## src/rtl/shiftreg_ctrl_pkg.sv

```systemverilog
// rtl/shiftreg_ctrl_pkg.sv - shared encodings for the shift register load sequencer
//
// Purpose : FSM state encoding and requester ids used by shiftreg_ctrl and rr_arb2.
// Ports   : none (package).
package shiftreg_ctrl_pkg;

   typedef enum logic [1:0] {
      ST_IDLE  = 2'd0,
      ST_SHIFT = 2'd1,
      ST_DONE  = 2'd2
   } state_t;

   localparam logic ID_REQ0 = 1'b0;
   localparam logic ID_REQ1 = 1'b1;

endpackage

```

## src/rtl/shiftreg_ctrl_rr_arb2.sv

```systemverilog
// rtl/shiftreg_ctrl_rr_arb2.sv - 2-input round-robin arbiter
//
// Purpose : Grants one of two requesters; on contention the requester not granted last wins.
// Ports   : clk, rst_n (async, active-low), req[1:0], en (arbitration allowed this cycle),
//           grant[1:0] (one-hot or zero, combinational).
module rr_arb2
   import shiftreg_ctrl_pkg::*;
(
   input  logic       clk,
   input  logic       rst_n,
   input  logic [1:0] req,
   input  logic       en,
   output logic [1:0] grant
);

   // Requester preferred when both ask; after reset requester 0 goes first.
   logic prio;

   always_comb begin
      grant = 2'b00;
      if (en) begin
         if (req == 2'b11) begin
            grant = (prio == ID_REQ1) ? 2'b10 : 2'b01;
         end else begin
            grant = req;
         end
      end
   end

   // Pointer moves only when something is actually granted: whoever won
   // loses the next tie.
   always_ff @(posedge clk or negedge rst_n) begin
      if (!rst_n) begin
         prio <= ID_REQ0;
      end else if (|grant) begin
         prio <= grant[0] ? ID_REQ1 : ID_REQ0;
      end
   end

endmodule

```

## src/rtl/shiftreg_ctrl.sv

```systemverilog
// rtl/shiftreg_ctrl.sv - load sequencer and 2-way arbiter for an N-bit serial-in shift register
//
// Purpose : Accepts parallel words from two requesters (valid/ready), shifts the granted word
//           MSB-first into the external shift register, then reports the settled Q.
// Ports   : CLK, RSTn (async, active-low)
//           req0_valid/req0_data/req0_ready, req1_valid/req1_data/req1_ready : load requests
//           sr_en, sr_in, sr_q : shift register EN, serial in, Q
//           busy : load in progress; done/done_id/result : one-cycle completion report
//           load_err : only with SHIFTREG_CTRL_VERIFY_EN defined; Q differs from the loaded word
module shiftreg_ctrl
   import shiftreg_ctrl_pkg::*;
#(
   parameter int N     = 4,
   parameter int CNT_W = 2
) (
   input  logic         CLK,
   input  logic         RSTn,
   input  logic         req0_valid,
   input  logic [N-1:0] req0_data,
   output logic         req0_ready,
   input  logic         req1_valid,
   input  logic [N-1:0] req1_data,
   output logic         req1_ready,
   output logic         sr_en,
   output logic         sr_in,
   input  logic [N-1:0] sr_q,
   output logic         busy,
   output logic         done,
   output logic         done_id,
   output logic [N-1:0] result
`ifdef SHIFTREG_CTRL_VERIFY_EN
   ,
   output logic         load_err
`endif
);

   localparam logic [CNT_W-1:0] CNT_LAST = CNT_W'(N - 1);

   state_t           state;
   logic [CNT_W-1:0] cnt;
   logic [N-1:0]     word;
   logic             id;
   logic [1:0]       grant;
   logic [N-1:0]     grant_data;

   rr_arb2 u_arb (
      .clk   (CLK),
      .rst_n (RSTn),
      .req   ({req1_valid, req0_valid}),
      .en    (state == ST_IDLE),
      .grant (grant)
   );

   assign req0_ready = grant[0];
   assign req1_ready = grant[1];
   assign grant_data = grant[1] ? req1_data : req0_data;

   // Q only settles on the edge that ends SHIFT, so it is sampled during the
   // DONE cycle (while done is high) rather than registered on that same edge.
   assign result = done ? sr_q : '0;

`ifdef SHIFTREG_CTRL_VERIFY_EN
   assign load_err = done && (sr_q != word);
`endif

   always_ff @(posedge CLK or negedge RSTn) begin
      if (!RSTn) begin
         state   <= ST_IDLE;
         cnt     <= '0;
         word    <= '0;
         id      <= ID_REQ0;
         sr_en   <= 1'b0;
         sr_in   <= 1'b0;
         busy    <= 1'b0;
         done    <= 1'b0;
         done_id <= 1'b0;
      end else begin
         case (state)
            ST_IDLE: begin
               if (|grant) begin
                  word  <= grant_data;
                  id    <= grant[1] ? ID_REQ1 : ID_REQ0;
                  cnt   <= CNT_LAST;
                  // Present the MSB right away so the first SHIFT cycle already shifts.
                  sr_en <= 1'b1;
                  sr_in <= grant_data[N-1];
                  busy  <= 1'b1;
                  state <= ST_SHIFT;
               end
            end
            ST_SHIFT: begin
               if (cnt == '0) begin
                  sr_en   <= 1'b0;
                  sr_in   <= 1'b0;
                  done    <= 1'b1;
                  done_id <= id;
                  state   <= ST_DONE;
               end else begin
                  cnt   <= cnt - 1'b1;
                  sr_in <= word[cnt - 1'b1];
               end
            end
            ST_DONE: begin
               done    <= 1'b0;
               done_id <= 1'b0;
               busy    <= 1'b0;
               state   <= ST_IDLE;
            end
            default: begin
               state <= ST_IDLE;
            end
         endcase
      end
   end

endmodule

```

## config.mk

```make
export PLATFORM = sky130hd
export DESIGN_NAME = shiftreg_ctrl
export DESIGN_NICKNAME = d
export VERILOG_FILES = /design/src/rtl/shiftreg_ctrl_pkg.sv /design/src/rtl/shiftreg_ctrl_rr_arb2.sv /design/src/rtl/shiftreg_ctrl.sv
export SDC_FILE = /design/constraint.sdc
export NUM_CORES = 1
export LEC_CHECK = 0
export ABC_AREA = 1
export BUFFER_PORTS_ARGS = -buffer_cell sky130_fd_sc_hd__buf_2
export CORE_MARGIN = 2
export CORE_UTILIZATION = 50
export CTS_BUF_LIST = sky130_fd_sc_hd__clkbuf_8
export DETAILED_ROUTE_END_ITERATION = 12
export PLACE_DENSITY_LB_ADDON = 0.12
export REMOVE_ABC_BUFFERS = 1
export SYNTH_ARGS = -nofsm -noshare
export SYNTH_HDL_FRONTEND = slang
export SYNTH_SLANG_ARGS = --single-unit
```

## constraint.sdc

```tcl
create_clock -name CLK -period 1.43 [get_ports CLK]
set_input_delay 0.0715 -clock CLK [delete_from_list [all_inputs] [get_ports CLK]]
set_output_delay 0.0715 -clock CLK [all_outputs]
set_load 0.02 [all_outputs]
```

==> reports/metrics.csv, run 1 <==
stage,metric,value,unit
grt,antenna violations before repair,0,
placed_design,Area after DPL,938,µm²
worst_setup_path,Worst EP required,1.36,ns
grt,grt total ovfl,0,
die,core area,0.00149,mm²
die,Core Rows,14,
clock_network,worst skew pair latency,0.24,ns
placed_design,Port Buffers,26,
power,pwr/cell area,2280,mW/mm²
power,clock share of power,14.4,%
sta,setup_tns,0,ns
hold_path,hold crit path type,in -> reg,
final_layout,share of layout cells above drive strength 1,34.6,%
synth,synthesized area per cell,7.81,µm²
final_layout,area grow syn2layout,30.9,%
power,sw frac,43.8,%
worst_setup_path,Worst EP arrival,1.30,ns
placed_design,post-DP HPWL,1200,µm
sta,Final period util,96.1,%
die,Die Y,43.5,µm
worst_setup_path,CP most frequent cell,buf_4,
final_layout,Multi-input gate area,329,µm²
clock_network,clock-pin slew on the worst setup and hold paths,0.07,ns
sta,Slew headroom,69.0,%
clock_network,Num CTS Buffers,3,
grt,gr usage total,18.2,%
final_layout,Final #Nets,151,
clock_network,# H-tree levels,1,
placed_design,Routability Congestion,0.703,
grt,largest net degree at the start of global routing,16,
worst_setup_path,"Max FO, Critical Path",7,
worst_setup_path,nature of the critical path startpoint,register,
power,Comb pwr share,53.3,%
detailed_routing,Post-route DRC,0,
worst_setup_path,Crit path depth,5,
final_layout,Final Core Density,68.7,%
final_layout,number of diodes,0,
worst_setup_path,CP Buf/Inv Count,3,
hold_path,hold path cells,3,
grt,first-pass GRT wire length,2610,µm
synth,YS warnings,0,
die,die footprint,0.00189,mm²
worst_setup_path,Top delay family on crit path,flip-flops,
worst_setup_path,reg2reg path depth,8,
final_layout,Fill cells,129,
final_layout,most frequent cells in the layout,"28 x nand2_1, 25 x buf_2, 21 x inv_1",
sta,Least-Margin Pin Slew,0.464,ns
detailed_routing,via count,709,
detailed_routing,DRT iter0 DRCs,8,
run_status,outcome,"complete, no violations",
power,Flop pwr share,32.3,%
worst_setup_path,crit path capture type,output pin,
synth,Post-Syn Area,781,µm²
die,Chip Width,43.5,µm
worst_setup_path,Crit-path slowest cell,dfrtp_1,
clock_network,CTS sink cnt,15,
sta,highest clock rate,727,MHz
final_layout,Finished Cell Area,0.00102,mm²
worst_setup_path,Setup CP Type,reg -> out,
flow_run,Max-Cap Viols,0,
final_layout,Register Area,375,µm²
synth,Syn Inst Count,100,
clock_network,CTS max path bufs,2,
die,Initial Utilization,52.4,%
power,Psw,1.02,mW
detailed_routing,ANT nets after route,0,
power,Internal Dissipation,1.31,mW
sta,unrepaired setup endpoints after global routing,false,
sta,"Slew Viols, Final",0,
detailed_routing,drt pass-1 iters,4,
detailed_routing,total wire length,1530,µm
die,io pins,27,
clock_network,CTS root buffer,clkbuf_8,
synth,"Seq/Total Area, Yosys",48.1,%
sta,setup violators final,0,
final_layout,"commonest non-fill, non-tap cell in the layout",nand2_1,
worst_setup_path,largest stage delay on the critical path,0.42,ns
power,Max VDD drop,1490,µV
power,Leak,0.593,nW
worst_setup_path,crit-path cells,nor2_4 -> buf_4 -> nand3_2 -> inv_2 -> buf_4,
sta,Worst Skew,0.00612,ns
detailed_routing,Via density,4.76,
synth,number of synthesized register bits,15,
sta,Fin. Hold Viols,0,
sta,minimum clock period,1.37,ns
grt,vias in the first global route,605,
detailed_routing,wire per inst,10.3,µm
clock_network,CTS tree,yes,
synth,Synth cell types,17,
[worst register-to-register path: stages (launching register included)]
cell	delay [ns]
dfrtp_1	0.40
inv_1	0.18
ha_4	0.25
inv_1	0.05
nand3_1	0.06
nand3_1	0.09
nand2_1	0.05
inv_1	0.06
a21oi_2	0.04
[cell type report]
cell class | count | share of cell area (%)
Clock buffer | 3 | 4.04
Clock inverter | 1 | 0.490
Inverter | 23 | 8.45
Multi-Input combinational cell | 61 | 32.2
Sequential cell | 15 | 36.7
Tap cell | 16 | 1.96
Timing Repair Buffer | 30 | 16.2
[power groups by stage]
| stage | sequential (mW) | clock [mW] | combinational, mW |
|---|---|---|---|
| after floorplan | 0.816 | 0 | 0.770 |
| after global placement | 0.747 | 0 | 1.14 |
| after detailed placement | 0.754 | 0 | 1.16 |
| after CTS | 0.747 | 0.341 | 1.17 |
| after global routing | 0.775 | 0.356 | 1.42 |
| final | 0.753 | 0.336 | 1.24 |
[final timing paths]
check / to / startpoint / slack, ns
max: req1_ready / state[1] / 0.06
min: word[1] / req0_data[1] / 0.12
max reg2reg: sr_in / cnt[0] / 0.14
min reg2reg: sr_en / sr_en / 0.47
max in group asynchronous: done / RSTn / 0.92
min in group asynchronous: cnt[1] / RSTn / 0.25
[what timing repair did]
| item | CTS | global route |
|---|---|---|
| resized for setup | 0 | 4 |
| endpoints found under the setup margin | 0 | 4 |
| buffers inserted | 0 | 1 |
| endpoints found under the hold margin | 15 | 0 |
| hold buffers | 1 | 0 |
[per-stage QoR]
stage | cells | hold slack [ns] | total power [mW] | setup slack, ns
4_1_cts | 148 | 0.121 | 2.26 | 0.0195
2_1_floorplan | 99 | -0.224 | 1.59 | 0.218
6_report | 149 | 0.116 | 2.33 | 0.0553
5_1_grt | 149 | 0.161 | 2.55 | 0.00516
3_3_place_gp | 143 | -0.00528 | 1.89 | 0.167
3_5_place_dp | 143 | -0.00822 | 1.91 | 0.122
[metal layers]
metal	vias to the layer above	track usage, %	wire, µm
met2	22	28.7	732
met1	312	26.2	727
li1	375	-	-
met3	0	2.50	75
met4	0	5.45	0
met5	-	0	0
[cells by family (layout without fill, tap and decap cells)]
logic type	after synthesis	in the layout	synth area share [%]
flops	15	15	48.1
simple gates	42	42	23.4
compound gates	18	18	14.9
buf+inv	24	57	12.0
fa+ha+maj	1	1	1.60
[Yosys cell counts]
cell type,n,area (µm²)
inv_2,2,7.51
nand2_2,1,6.26
nand3_2,1,10.0
nor2_1,3,11.3
dfrtp_1,15,375
nand2_1,28,105
inv_1,21,78.8
a21oi_4,1,16.3
a21oi_2,2,17.5
o21ai_0,9,45.0
o21ai_1,4,20.0
o21ai_2,2,17.5
buf_4,1,7.51
nand3_1,5,25.0
ha_1,1,12.5
nor2_2,3,18.8
nand4_1,1,6.26
[state kept, by name, summed over array words and instances, names as in the netlist]
name        count
word            4
cnt             2
state           2
busy            1
done            1
done_id         1
id              1
sr_en           1
sr_in           1
u_arb.prio      1
(Power assumes the default switching activity.)
==> run 2: changes to the inputs <==
--- a/config.mk
+++ b/config.mk
@@ -7,12 +7,14 @@
 export LEC_CHECK = 0
 export ABC_AREA = 1
 export BUFFER_PORTS_ARGS = -buffer_cell sky130_fd_sc_hd__buf_2
-export CORE_MARGIN = 2
+export CORE_MARGIN = 4
 export CORE_UTILIZATION = 50
 export CTS_BUF_LIST = sky130_fd_sc_hd__clkbuf_8
 export DETAILED_ROUTE_END_ITERATION = 12
+export HOLD_SLACK_MARGIN = 0.02
 export PLACE_DENSITY_LB_ADDON = 0.12
 export REMOVE_ABC_BUFFERS = 1
 export SYNTH_ARGS = -nofsm -noshare
 export SYNTH_HDL_FRONTEND = slang
+export SYNTH_HIERARCHICAL = 1
 export SYNTH_SLANG_ARGS = --single-unit
==> reports/metrics.csv, run 2 <==
stage,metric,value,unit
run_status,outcome,"finished, violations left",
run_status,failing checks,setup timing,
final_layout,max FFs per register,4,
sta,Final period util,107,%
power,Leak,0.674,nW
grt,largest net degree at the start of global routing,16,
flow_run,Max-Cap Viols,0,
worst_setup_path,Crit-path slowest cell,dfrtp_1,
worst_setup_path,nature of the critical path startpoint,register,
synth,ys async rst share,100,%
clock_network,clock-pin slew on the worst setup and hold paths,0.06,ns
final_layout,fin cells,159,
final_layout,Register Area,375,µm²
synth,Synth Flop Type,dfrtp_1,
final_layout,number of diodes,0,
worst_setup_path,CP most frequent cell,buf_6,
placed_design,Place WS,-0.00144,ns
detailed_routing,wire per inst,12.9,µm
final_layout,Final #Nets,162,
sta,"Slew Viols, Final",0,
detailed_routing,DRT iter0 DRCs,21,
placed_design,Port Buffers,26,
clock_network,worst skew pair latency,0.24,ns
die,Initial Utilization,55.8,%
worst_setup_path,Worst EP arrival,1.46,ns
worst_setup_path,flop2flop setup slack,-0.07,ns
clock_network,CTS root buffer,clkbuf_8,
synth,"Seq/Total Area, Yosys",48.6,%
worst_setup_path,crit-path cells,nor2_2 -> nand2_1 -> a21oi_1 -> buf_4 -> buf_6 -> buf_6,
synth,synth top area cells,"dfrtp_1 49%, nand2_1 17%, inv_1 9.7%",
die,Die Y,47.3,µm
synth,Syn Inst Count,103,
synth,top-area cell type share of the netlist area,48.6,%
die,Core Rows,13,
sta,WHS,0.124,ns
clock_network,# H-tree levels,1,
synth,Post-Syn Area,772,µm²
final_layout,Multi-input gate area,379,µm²
detailed_routing,Via density,5.01,
synth,Synth cell types,16,
detailed_routing,Post-route DRC,0,
sta,unrepaired setup endpoints after global routing,true,
detailed_routing,ANT nets after route,0,
placed_design,Routability Congestion,0.750,
placed_design,Cells after DPL,150,
grt,gr usage total,18.4,%
clock_network,CTS sink cnt,15,
die,io pins,27,
die,Chip Width,47.3,µm
sta,minimum clock period,1.53,ns
die,core area,0.00138,mm²
synth,synthesized area per cell,7.50,µm²
detailed_routing,drt pass-1 iters,4,
grt,antenna violations before repair,0,
worst_setup_path,"Max FO, Critical Path",5,
power,pwr/cell area,2330,mW/mm²
synth,Synth area leader,dfrtp_1,
final_layout,Biggest register,word,
detailed_routing,total wire length,2050,µm
synth,Post-synth top cells,"35 x nand2_1, 20 x inv_1, 15 x dfrtp_1, 10 x nor2_1, 4 x a21oi_1",
synth,"EDFF count, synth",0,
synth,number of synthesized register bits,15,
final_layout,most frequent cells in the layout,"32 x nand2_1, 25 x buf_2, 20 x inv_1",
grt,first-pass GRT wire length,2820,µm
grt,grt total ovfl,0,
synth,YS warnings,6,
final_layout,biggest regs,"word: 4 flops, cnt: 2 flops, state: 2 flops",
placed_design,post-DP HPWL,1230,µm
power,Max VDD drop,1600,µV
final_layout,area grow syn2layout,47.6,%
sta,fin worst setup slack,-0.101,ns
grt,vias in the first global route,706,
sta,setup violators final,7,
clock_network,CTS max path bufs,2,
hold_path,hold crit path type,in -> reg,
final_layout,"commonest non-fill, non-tap cell in the layout",nand2_1,
sta,highest clock rate,653,MHz
worst_setup_path,Setup CP Type,reg -> out,
final_layout,Fill cells,87,
final_layout,share of layout cells above drive strength 1,40.3,%
power,Final Power,2.65,mW
detailed_routing,via count,796,
sta,Fin. Hold Viols,0,
worst_setup_path,crit path capture type,output pin,
clock_network,CTS tree,yes,
sta,Least-Margin Pin Slew,0.336,ns
worst_setup_path,Worst EP required,1.36,ns
sta,Worst Skew,0.00361,ns
die,die footprint,0.00224,mm²
clock_network,Num CTS Buffers,3,
worst_setup_path,largest stage delay on the critical path,0.40,ns
sta,Slew headroom,77.6,%
synth,top-count cell post-synth,nand2_1,
## run 2: cell count changes in the layout (fill, tap and decap cells not counted), moves of 3 or more
cell     change
o21ai_0      -6
a21oi_1      +4
buf_4        +4
buf_6        +4
nand2_1      +4
nor2_1       +3
o21ai_1      -3
## run 2: area by class of cell
| class | instances | share of cell area (%) |
|---|---|---|
| multi-input combinational | 66 | 33.3 |
| sequential | 15 | 32.9 |
| timing repair buffer | 38 | 21.1 |
| inverter | 21 | 7.14 |
| clock buffer | 3 | 3.62 |
| tap | 15 | 1.65 |
| clock inverter | 1 | 0.329 |
## run 2: worst paths after layout
check	from	to	cells past startpoint
setup / recovery	state[1]	req1_ready	6
hold / removal	req1_valid	u_arb/prio	4
setup reg to reg	state[1]	sr_in	10
hold reg to reg	busy	busy	2
max in group asynchronous	RSTn	word[1]	2
min in group asynchronous	RSTn	cnt[0]	2
## run 2: kinds of logic (layout without fill, tap and decap cells)
kind of cell	Yosys count	after routing	synth area share (%)
AOI/OAI and AO/OA	13	13	11.0
adders and majority gates	1	1	1.62
buffers and inverters	22	63	11.7
DFF	15	15	48.6
and+or+nand+nor	52	52	27.1
## run 2: timing repair
action	4_1_cts	5_1_grt
setup buffers	1	3
pin swaps	1	7
setup endpoints to repair	2	8
gates cloned	0	0
hold buffers	1	0
hold endpoints to repair	15	0
gates resized for setup	3	21
## run 2: worst max-delay path, delay by kind of cell (launching register included)
kind | cells | cell delay (ns)
buffers and inverters | 3 | 0.42
DFF | 1 | 0.40
and+or+nand+nor | 2 | 0.26
AOI/OAI and AO/OA | 1 | 0.13
## run 2: per-stage QoR
stage	setup TNS, ns	utilization, %	area (µm²)
floorplan	-4.59	-	761
global placement	0	69.6	962
detailed placement	-0.00144	69.6	962
CTS	-0.00710	74.9	1040
global route	-1.04	82.4	1140
finish	-0.319	82.4	1140
## run 2: where the power goes
part           internal [mW]  total (mW)  switching [mW]
registers              0.626       0.780           0.153
clock network          0.190       0.329           0.139
logic                  0.639        1.54           0.903
## run 2: routing by layer
| metal | track usage [%] | share of wire (%) |
|---|---|---|
| met1 | 20.5 | 42 |
| met5 | 0 | 0 |
| met2 | 32.1 | 49 |
| met4 | 9.94 | 1.8 |
| met3 | 3.83 | 6.9 |
==> run 3: changes to the inputs <==
--- a/config.mk
+++ b/config.mk
@@ -7,8 +7,10 @@
 export LEC_CHECK = 0
 export ABC_AREA = 1
 export BUFFER_PORTS_ARGS = -buffer_cell sky130_fd_sc_hd__buf_2
+export CELL_PAD_IN_SITES_DETAIL_PLACEMENT = 0
+export CELL_PAD_IN_SITES_GLOBAL_PLACEMENT = 1
 export CORE_MARGIN = 4
-export CORE_UTILIZATION = 50
+export CORE_UTILIZATION = 36
 export CTS_BUF_LIST = sky130_fd_sc_hd__clkbuf_8
 export DETAILED_ROUTE_END_ITERATION = 12
 export HOLD_SLACK_MARGIN = 0.02
@@ -16,5 +18,4 @@
 export REMOVE_ABC_BUFFERS = 1
 export SYNTH_ARGS = -nofsm -noshare
 export SYNTH_HDL_FRONTEND = slang
-export SYNTH_HIERARCHICAL = 1
 export SYNTH_SLANG_ARGS = --single-unit
==> reports/metrics.csv, run 3 (synthesis results as in run 1) <==
stage,metric,value,unit
detailed_routing,wire per inst,10.3,µm
placed_design,Routability Congestion,0.817,
final_layout,area grow syn2layout,30.9,%
grt,gr usage total,13.2,%
die,core area,0.00200,mm²
die,io pins,27,
sta,minimum clock period,1.33,ns
sta,setup_tns,0,ns
worst_setup_path,Crit-path slowest cell,dfrtp_1,
sta,setup violators final,0,
detailed_routing,Post-route DRC,0,
grt,vias in the first global route,675,
worst_setup_path,Setup CP Type,reg -> out,
worst_setup_path,crit path capture type,output pin,
worst_setup_path,reg2reg path depth,8,
final_layout,Fill cells,215,
sta,highest clock rate,754,MHz
flow_run,Max-Cap Viols,0,
final_layout,Final #Nets,151,
die,Initial Utilization,39.0,%
detailed_routing,via count,694,
power,Max VDD drop,845,µV
clock_network,Num CTS Buffers,3,
worst_setup_path,flop2flop setup slack,0.13,ns
grt,grt total ovfl,0,
worst_setup_path,Worst EP required,1.36,ns
placed_design,Place WS,0.122,ns
worst_setup_path,r2r startpoint,cnt[0],
grt,largest net degree at the start of global routing,16,
power,Internal Dissipation,1.28,mW
sta,Least-Margin Pin Slew,0.497,ns
clock_network,worst skew pair latency,0.25,ns
detailed_routing,ANT nets after route,0,
clock_network,clock-pin slew on the worst setup and hold paths,0.06,ns
final_layout,biggest regs,"word: 4 flops, cnt: 2 flops, state: 2 flops",
final_layout,number of diodes,0,
power,Leak,0.595,nW
worst_setup_path,Crit path depth,6,
detailed_routing,DRT iter0 DRCs,3,
worst_setup_path,Worst EP arrival,1.26,ns
power,clock share of power,14.8,%
sta,Final period util,92.8,%
sta,unrepaired setup endpoints after global routing,false,
final_layout,Register Area,375,µm²
hold_path,hold crit path type,in -> reg,
power,Flop pwr share,33.1,%
clock_network,CTS sink cnt,15,
power,Psw,1.00,mW
detailed_routing,total wire length,1650,µm
final_layout,Biggest register,word,
die,Core Rows,16,
worst_setup_path,CP startpoint,state[0],
clock_network,CTS tree,yes,
die,die footprint,0.00298,mm²
clock_network,CTS max path bufs,2,
final_layout,share of layout cells above drive strength 1,33.1,%
detailed_routing,Via density,4.34,
worst_setup_path,Top delay family on crit path,flip-flops,
clock_network,# H-tree levels,1,
worst_setup_path,nature of the critical path startpoint,register,
placed_design,Port Buffers,26,
final_layout,most frequent cells in the layout,"28 x nand2_1, 25 x buf_2, 22 x inv_1",
final_layout,Multi-input gate area,317,µm²
power,pwr/cell area,2230,mW/mm²
power,Comb pwr share,52.2,%
sta,"Slew Viols, Final",0,
worst_setup_path,"Max FO, Critical Path",4,
worst_setup_path,crit-path cells,nor2_4 -> inv_1 -> nor2_1 -> o21ai_0 -> inv_1 -> buf_4,
sta,Slew headroom,66.8,%
run_status,outcome,"complete, no violations",
placed_design,post-DP HPWL,1310,µm
worst_setup_path,CP most frequent cell,inv_1,
sta,Fin. Hold Viols,0,
sta,fin worst setup slack,0.103,ns
worst_setup_path,reg2reg end,sr_in,
die,Die Y,54.6,µm
die,Chip Width,54.6,µm
sta,Worst Skew,0.000731,ns
power,sw frac,43.9,%
grt,first-pass GRT wire length,2820,µm
worst_setup_path,largest stage delay on the critical path,0.41,ns
clock_network,CTS root buffer,clkbuf_8,
detailed_routing,drt pass-1 iters,2,
grt,antenna violations before repair,0,
final_layout,"commonest non-fill, non-tap cell in the layout",nand2_1,
worst_setup_path,Worst Setup EP,req0_ready,
final_layout,max FFs per register,4,
worst_setup_path,CP Buf/Inv Count,3,
==> run 3: cell types whose count changed in the layout (fill, tap and decap cells not counted), moves of 3 or more <==
cell / change
buf_6: -4
a21oi_1: -4
nor2_1: -3
buf_4: -4
nand2_1: -4
o21ai_0: +7
==> run 3: metal layers <==
layer	wire length [µm]	track usage [%]	share of wire (%)
met5	0	0	0
met4	21	6.22	1.3
met3	134	2.72	8.1
met2	678	20.5	41
met1	816	17.3	49
==> run 3: repair_timing <==
item,in CTS,in global routing
hold buffers,1,0
endpoints found under the setup margin,0,2
resized for setup,0,2
setup buffers,0,1
hold endpoints to repair,15,0
==> run 3: worst min path at each step <==
| stage | slack [ns] | depth (start not counted) | to | from |
|---|---|---|---|---|
| after floorplan | -0.22 | 0 | busy | RSTn |
| after global placement | -0.006 | 1 | busy | RSTn |
| after detailed placement | -0.01 | 1 | done | RSTn |
| after CTS | 0.13 | 3 | word[1] | req0_data[1] |
| after global routing | 0.16 | 3 | word[1] | req0_data[1] |
| final | 0.12 | 3 | word[1] | req0_data[1] |
==> run 3: power groups by stage <==
stage	clock network (mW)	registers, mW	logic [mW]
3_5_place_dp	0	0.752	1.17
4_1_cts	0.345	0.749	1.18
2_1_floorplan	0	0.816	0.770
6_report	0.337	0.755	1.19
3_3_place_gp	0	0.751	1.16
5_1_grt	0.371	0.784	1.36
==> run 3: cell type report <==
| class | instances | share of cell area [%] |
|---|---|---|
| Clock buffer | 3 | 4.04 |
| Clock inverter | 1 | 0.367 |
| Inverter | 23 | 8.45 |
| Multi-Input combinational cell | 61 | 31.0 |
| Sequential cell | 15 | 36.7 |
| Tap cell | 27 | 3.30 |
| Timing Repair Buffer | 30 | 16.2 |
==> run 3: through the flow <==
stage               hold WS, ns  power (mW)  area, µm²  cells  util (%)
finish                    0.124        2.28       1020    160      51.1
global route              0.159        2.52       1020    160      51.1
CTS                       0.130        2.28       1010    159      50.3
detailed placement     -0.00956        1.93        952    154      47.6
global placement       -0.00589        1.91        952    154      47.6
floorplan                -0.224        1.59        773     99         -
==> run 3: worst register-to-register path, cell delays in order (launching register included) <==
cell,delay (ns)
dfrtp_1,0.39
inv_1,0.14
ha_1,0.29
inv_1,0.07
nand3_1,0.07
nand3_1,0.08
nand2_1,0.05
inv_1,0.06
a21oi_2,0.04
